## src/rtl/vga_scanout.sv

```systemverilog
// vga_scanout: 640x480@60 raster timing generator and frame-buffer scan-out.
// The 256x240 frame is shown doubled in both axes and centred horizontally;
// the rest of the visible area shows BORDER_IDX, and blanking shows 8'h00.
//
// Ports:
//   clk, reset_n     clock, asynchronous active-low reset
//   pix_en           pixel enable; all state advances only when high
//   fb_addr, fb_rd   frame-buffer read address {y,x} and read strobe
//   fb_data          frame-buffer data, valid one clk after fb_rd
//   vga_buffer_byte  palette index to the colour decoder
//   hsync, vsync     active-low syncs, aligned with vga_buffer_byte
//   de               display enable, aligned with vga_buffer_byte
//   vblank_start     one-pix_en pulse at the first pixel of vertical blank
//   test_mode        colour-bar select, present only when the macro
//                    VGA_SCANOUT_TESTPAT_EN is defined
module vga_scanout #(
  parameter int unsigned H_ACTIVE   = 640,
  parameter int unsigned H_FP       = 16,
  parameter int unsigned H_SYNC     = 96,
  parameter int unsigned H_BP       = 48,
  parameter int unsigned V_ACTIVE   = 480,
  parameter int unsigned V_FP       = 10,
  parameter int unsigned V_SYNC     = 2,
  parameter int unsigned V_BP       = 33,
  parameter int unsigned H_OFFSET   = 64,
  parameter logic [7:0]  BORDER_IDX = 8'h0F
) (
  input  logic        clk,
  input  logic        reset_n,
  input  logic        pix_en,
  output logic [15:0] fb_addr,
  output logic        fb_rd,
  input  logic [7:0]  fb_data,
  output logic [7:0]  vga_buffer_byte,
  output logic        hsync,
  output logic        vsync,
  output logic        de,
  output logic        vblank_start
`ifdef VGA_SCANOUT_TESTPAT_EN
  ,
  input  logic        test_mode
`endif
);

  localparam int unsigned H_TOTAL = H_ACTIVE + H_FP + H_SYNC + H_BP;
  localparam int unsigned V_TOTAL = V_ACTIVE + V_FP + V_SYNC + V_BP;

  localparam logic [9:0] H_LAST   = 10'(H_TOTAL - 1);
  localparam logic [9:0] V_LAST   = 10'(V_TOTAL - 1);
  localparam logic [9:0] H_VIS    = 10'(H_ACTIVE);
  localparam logic [9:0] V_VIS    = 10'(V_ACTIVE);
  localparam logic [9:0] IMG_X0   = 10'(H_OFFSET);
  localparam logic [9:0] IMG_X1   = 10'(H_OFFSET + 512);
  // Image rows are capped at 480 so y never exceeds 239 (max address EFFF).
  localparam logic [9:0] IMG_Y1   = 10'((V_ACTIVE < 480) ? V_ACTIVE : 480);
  localparam logic [9:0] HS_START = 10'(H_ACTIVE + H_FP);
  localparam logic [9:0] HS_END   = 10'(H_ACTIVE + H_FP + H_SYNC);
  localparam logic [9:0] VS_START = 10'(V_ACTIVE + V_FP);
  localparam logic [9:0] VS_END   = 10'(V_ACTIVE + V_FP + V_SYNC);

  function automatic logic is_image(input logic [9:0] h, input logic [9:0] v);
    return (h >= IMG_X0) && (h < IMG_X1) && (h < H_VIS) && (v < IMG_Y1);
  endfunction

  function automatic logic [15:0] addr_of(input logic [9:0] h, input logic [9:0] v);
    return {8'(v >> 1), 8'((h - IMG_X0) >> 1)};
  endfunction

  // Stage 0: raster counters
  logic [9:0] h_cnt, v_cnt;
  logic [9:0] h_nxt, v_nxt;
  logic       visible, image;
  logic       tp_sel;

  // Stage 1: flags and raw syncs
  logic       img_q, vis_q, hs_q, vs_q, vbl_q;
  logic [7:0] img_byte;

`ifdef VGA_SCANOUT_TESTPAT_EN
  logic       tm_q;
  logic [7:0] tp_q;
`endif

  always_comb begin
    h_nxt   = (h_cnt == H_LAST) ? '0 : h_cnt + 10'd1;
    v_nxt   = v_cnt;
    if (h_cnt == H_LAST) begin
      v_nxt = (v_cnt == V_LAST) ? '0 : v_cnt + 10'd1;
    end
    visible = (h_cnt < H_VIS) && (v_cnt < V_VIS);
    image   = is_image(h_cnt, v_cnt);
`ifdef VGA_SCANOUT_TESTPAT_EN
    tp_sel   = test_mode;
    img_byte = tm_q ? tp_q : fb_data;
`else
    tp_sel   = 1'b0;
    img_byte = fb_data;
`endif
    fb_rd   = image && pix_en && !tp_sel;
  end

  // fb_addr is a register loaded with the address of the upcoming pixel, so
  // it is valid in the same cycle as the combinational fb_rd strobe and holds
  // its last image address outside the image.
  always_ff @(posedge clk or negedge reset_n) begin
    if (!reset_n) begin
      h_cnt           <= '0;
      v_cnt           <= '0;
      fb_addr         <= '0;
      img_q           <= 1'b0;
      vis_q           <= 1'b0;
      hs_q            <= 1'b1;
      vs_q            <= 1'b1;
      vbl_q           <= 1'b0;
      vga_buffer_byte <= '0;
      hsync           <= 1'b1;
      vsync           <= 1'b1;
      de              <= 1'b0;
      vblank_start    <= 1'b0;
    end else if (pix_en) begin
      h_cnt <= h_nxt;
      v_cnt <= v_nxt;
      if (is_image(h_nxt, v_nxt)) begin
        fb_addr <= addr_of(h_nxt, v_nxt);
      end
      img_q <= image;
      vis_q <= visible;
      hs_q  <= !((h_cnt >= HS_START) && (h_cnt < HS_END));
      vs_q  <= !((v_cnt >= VS_START) && (v_cnt < VS_END));
      vbl_q <= (h_cnt == '0) && (v_cnt == V_VIS);
      if (img_q) begin
        vga_buffer_byte <= img_byte;
      end else if (vis_q) begin
        vga_buffer_byte <= BORDER_IDX;
      end else begin
        vga_buffer_byte <= '0;
      end
      de           <= vis_q;
      hsync        <= hs_q;
      vsync        <= vs_q;
      vblank_start <= vbl_q;
    end
  end

`ifdef VGA_SCANOUT_TESTPAT_EN
  always_ff @(posedge clk or negedge reset_n) begin
    if (!reset_n) begin
      tm_q <= 1'b0;
      tp_q <= '0;
    end else if (pix_en) begin
      tm_q <= test_mode;
      tp_q <= {2'b00, v_cnt[8:7], h_cnt[8:5]};
    end
  end
`endif

endmodule

```

## config.mk

```make
export PLATFORM = sky130hd
export DESIGN_NAME = vga_scanout
export DESIGN_NICKNAME = d
export VERILOG_FILES = /design/src/rtl/vga_scanout.sv
export SDC_FILE = /design/constraint.sdc
export NUM_CORES = 1
export LEC_CHECK = 0
export CAP_MARGIN = 20
export CORE_MARGIN = 5
export CORE_UTILIZATION = 32
export DETAILED_ROUTE_END_ITERATION = 6
export GPL_TIMING_DRIVEN = 0
export HOLD_SLACK_MARGIN = 0.1
export SETUP_SLACK_MARGIN = 0.5
export SYNTH_ARGS = -nofsm -noshare
export SYNTH_HDL_FRONTEND = slang
export SYNTH_SLANG_ARGS = --single-unit
```

## constraint.sdc

```tcl
create_clock -name clk -period 5.2 [get_ports clk]
set_input_delay 0.52 -clock clk [delete_from_list [all_inputs] [get_ports clk]]
set_output_delay 0.52 -clock clk [all_outputs]
set_load 0.05 [all_outputs]
```

==> impl_results.md <==
* # Post-CTS Setup Buffers at 0
* Min cycle time layout at 2.961 ns
* Setup Skew at about 0.012 ns
* Pleak at 0.001533 uW
* Critical Path AT at between 2 and 2.5 ns
* Average routed wire per standard cell at 14.88 um
* Cell area after layout at 3625 um^2
* HPWL Detailed at roughly 4.8 mm
* Sequential Area at roughly 1300 um^2
* Count of antenna diodes in the layout at 0
* Clk Latency, worst-skew pair at roughly 0.32 ns
* CTS buffer count at 5
* Worst-path clk slew at approximately 0.11 ns
* Post-Layout Cell Count at between 400 and 500
* Peak VDD IR at 0.1194 mV
* Net Count, Synth at 307
* Final nets at 354
* Area leader, netlist: dfrtp_1
* Worst setup EP type: output port
* Fin. max-slew vios at 0
* Register area share after synthesis at approximately 45%
* Synth Flop Type: dfrtp_1
* Residual DRC at 0
* Die width at roughly 110 um
* Clk root buf: clkbuf_8
* Mapped Cells at about 290
* Share of layout cells above drive strength 1 at 17.80%
* Critical path origin: pix_en
* Post-DRT Antenna Nets at 0
* Fill cells at ~900
* Cts repair resizes at 0
* Worst slew pin tran at 0.5688 ns
* All-Layer GR Usage at between 10% and 20%
* Final setup viols at 0
* Number of cells on the critical path at 5
* IO Port Bufs at 39
* Number of synthesized flops with an enable pin at 0
* CP max FO at 5
* Cell Count Post-Placement at 440
* # hold bufs at CTS at 0
* R2R cell count at 14
* Crit Path Category: input port to output port
* Post-layout util at 39.60%
* Most Frequent Cell on Critical Path: clkdlybuf4s50_1
* Reg-to-reg slack, setup at 2.30 ns
* Final period utilization at 56.94%
* Multi-input gate area at ~1400 um^2
* Die Area at between 10000 and 15000 um^2
* Max H-tree Level at 2
* Vias per inst at a little over 5
* Top Ports at 40
* Global-route wire length before repair at 11.32 mm
* Largest stage delay, worst path at between 0.8 and 0.9 ns
* Synth Warn # at 0
* Max frequency at ~340 MHz
* Slew HR at roughly 62%
* Syn Area/Cell at around 10 um^2
* Via count at between 2000 and 2500
* Maximum buffer depth of the clock tree at 2
* Buf+Inv Stages, Crit Path at 3
* Grt ovf at 0
* CP delay by family, top: buffers and inverters
* Worst r2r src: h_cnt[0]
* Worst-path cell chain: clkdlybuf4s50_1, inv_1, nor2_1, and3_1, clkdlybuf4s50_1
* Required time of the critical path at 4.68 ns
* Gpl congestion at 0.8029
* Setup total negative slack at 0 ns
* Antenna violations before repair at 0
* RSZ-0062 raised after global routing: false
* Status: finished, final reports clean
* Drt total wl at about 6.7 mm
* First drt pass iteration count at 4
* TritonCTS clock tree: yes
* RR Endpoint: fb_addr[11]
* Synth top area share at just over 40%
* Largest cells by area after synthesis: dfrtp_1 (41%), xnor2_1 (5.0%), mux2_2 (4.5%), o21ai_0 (3.9%), dfstp_2 (3.5%)
* CP Launch Type: input port
* Most common cell after layout, fill and taps aside: dfrtp_1
* Crit path capture: fb_rd
* Starting density of the core at about a third
* Placement Rows at 35
* Final hold viol count at 0
* Area Growth Syn to Fin at 21.52%
* Starting DRT DRC Count at 83
* Core Box Area at 9153 um^2
* DP Area at between 3000 and 4000 um^2
* Synthesized area at 2983 um^2
* Seq cells post-synth at 53
* Crit path max-delay cell type: clkdlybuf4s50_1
* Commonest cells after routing, fill and taps aside: dfrtp_1 (49), clkdlybuf4s50_1 (38), nand2_1 (24)
* Ys async rst share at 100.0%
* Largest net degree at the start of global routing at 32
* Synth cell types at 52
* Max-cap violations at 0
* Die H at between 100 and 150 um
* Pwr dens at 322.1 nW/um^2
* Sink Count at 53
* Vias in the first global route at approximately 2300
* Hold crit path type: input port to async pin
registers in the layout, indices dropped and copies added (netlist names):
signal,cells
de,1
fb_addr,16
h_cnt,10
hs_q,1
hsync,1
img_q,1
v_cnt,10
vbl_q,1
vblank_start,1
vga_buffer_byte,8
vis_q,1
vs_q,1
vsync,1
layer usage:
| layer | part of all wire, % | wire length (um) | GRT usage [%] |
|---|---|---|---|
| met1 | 49 | 3245 | 17.46 |
| met2 | 44 | 2957 | 18.78 |
| met5 | 0 | 0 | 0 |
| met3 | 5.9 | 390 | 2.611 |
| met4 | 1.1 | 73 | 3.288 |
worst min-delay path by stage:
stage | startpoint | end | depth (start not counted)
2_1_floorplan | reset_n | de | 0
3_3_place_gp | vs_q | vs_q | 2
3_5_place_dp | vs_q | vs_q | 2
4_1_cts | reset_n | fb_addr[3] | 1
5_1_grt | reset_n | h_cnt[4] | 1
6_report | reset_n | fb_addr[3] | 1
cell families after synthesis:
group	share of synthesized area [%]
AOI/OAI and AO/OA	12.33
xor gates and xnor gates	6.460
adders and majority gates	2.936
buffers and inverters	7.508
DFF	44.63
muxes	8.389
and+or+nand+nor	17.74
report_power, final:
part | switching, uW | internal [uW]
sequential | 35.8 | 462
clock | 155 | 101
combinational | 246 | 167
final cells by class:
| cell class | count | share of cell area [%] |
|---|---|---|
| clock buffers | 5 | 1.899 |
| plain buffers | 22 | 4.625 |
| repair buffers | 40 | 11.18 |
| inverters | 15 | 1.553 |
| well taps | 111 | 3.832 |
| multi-input cells | 199 | 39.39 |
| flip-flops and latches | 53 | 36.73 |
| clock inverters | 3 | 0.7939 |
metrics by stage:
stage               hold WS [ns]  power (uW)  worst slack, ns
floorplan                 0.2244       799.7            2.627
global placement          0.4801       915.1            1.896
detailed placement        0.4761       923.5            2.273
CTS                       0.1932        1183            2.252
global route              0.2264        1230            2.080
finish                    0.1786        1168            2.239
cells in the mapped netlist (3+ instances only):
library cell	count
xor2_1	5
nor4b_1	3
and3_1	3
ha_1	7
inv_1	15
dfrtp_1	49
nor3_1	6
dfstp_2	4
nand3_1	14
and4_1	3
buf_6	5
buf_2	4
buf_4	7
nor2_1	17
clkbuf_1	3
a21oi_1	9
xnor2_1	17
nand2_1	24
o31ai_1	4
o21ai_0	23
mux2_4	7
a31oi_1	4
a22o_1	4
mux2_2	12
nand4_1	5
No activity file was read; power rests on OpenSTA's default activity.
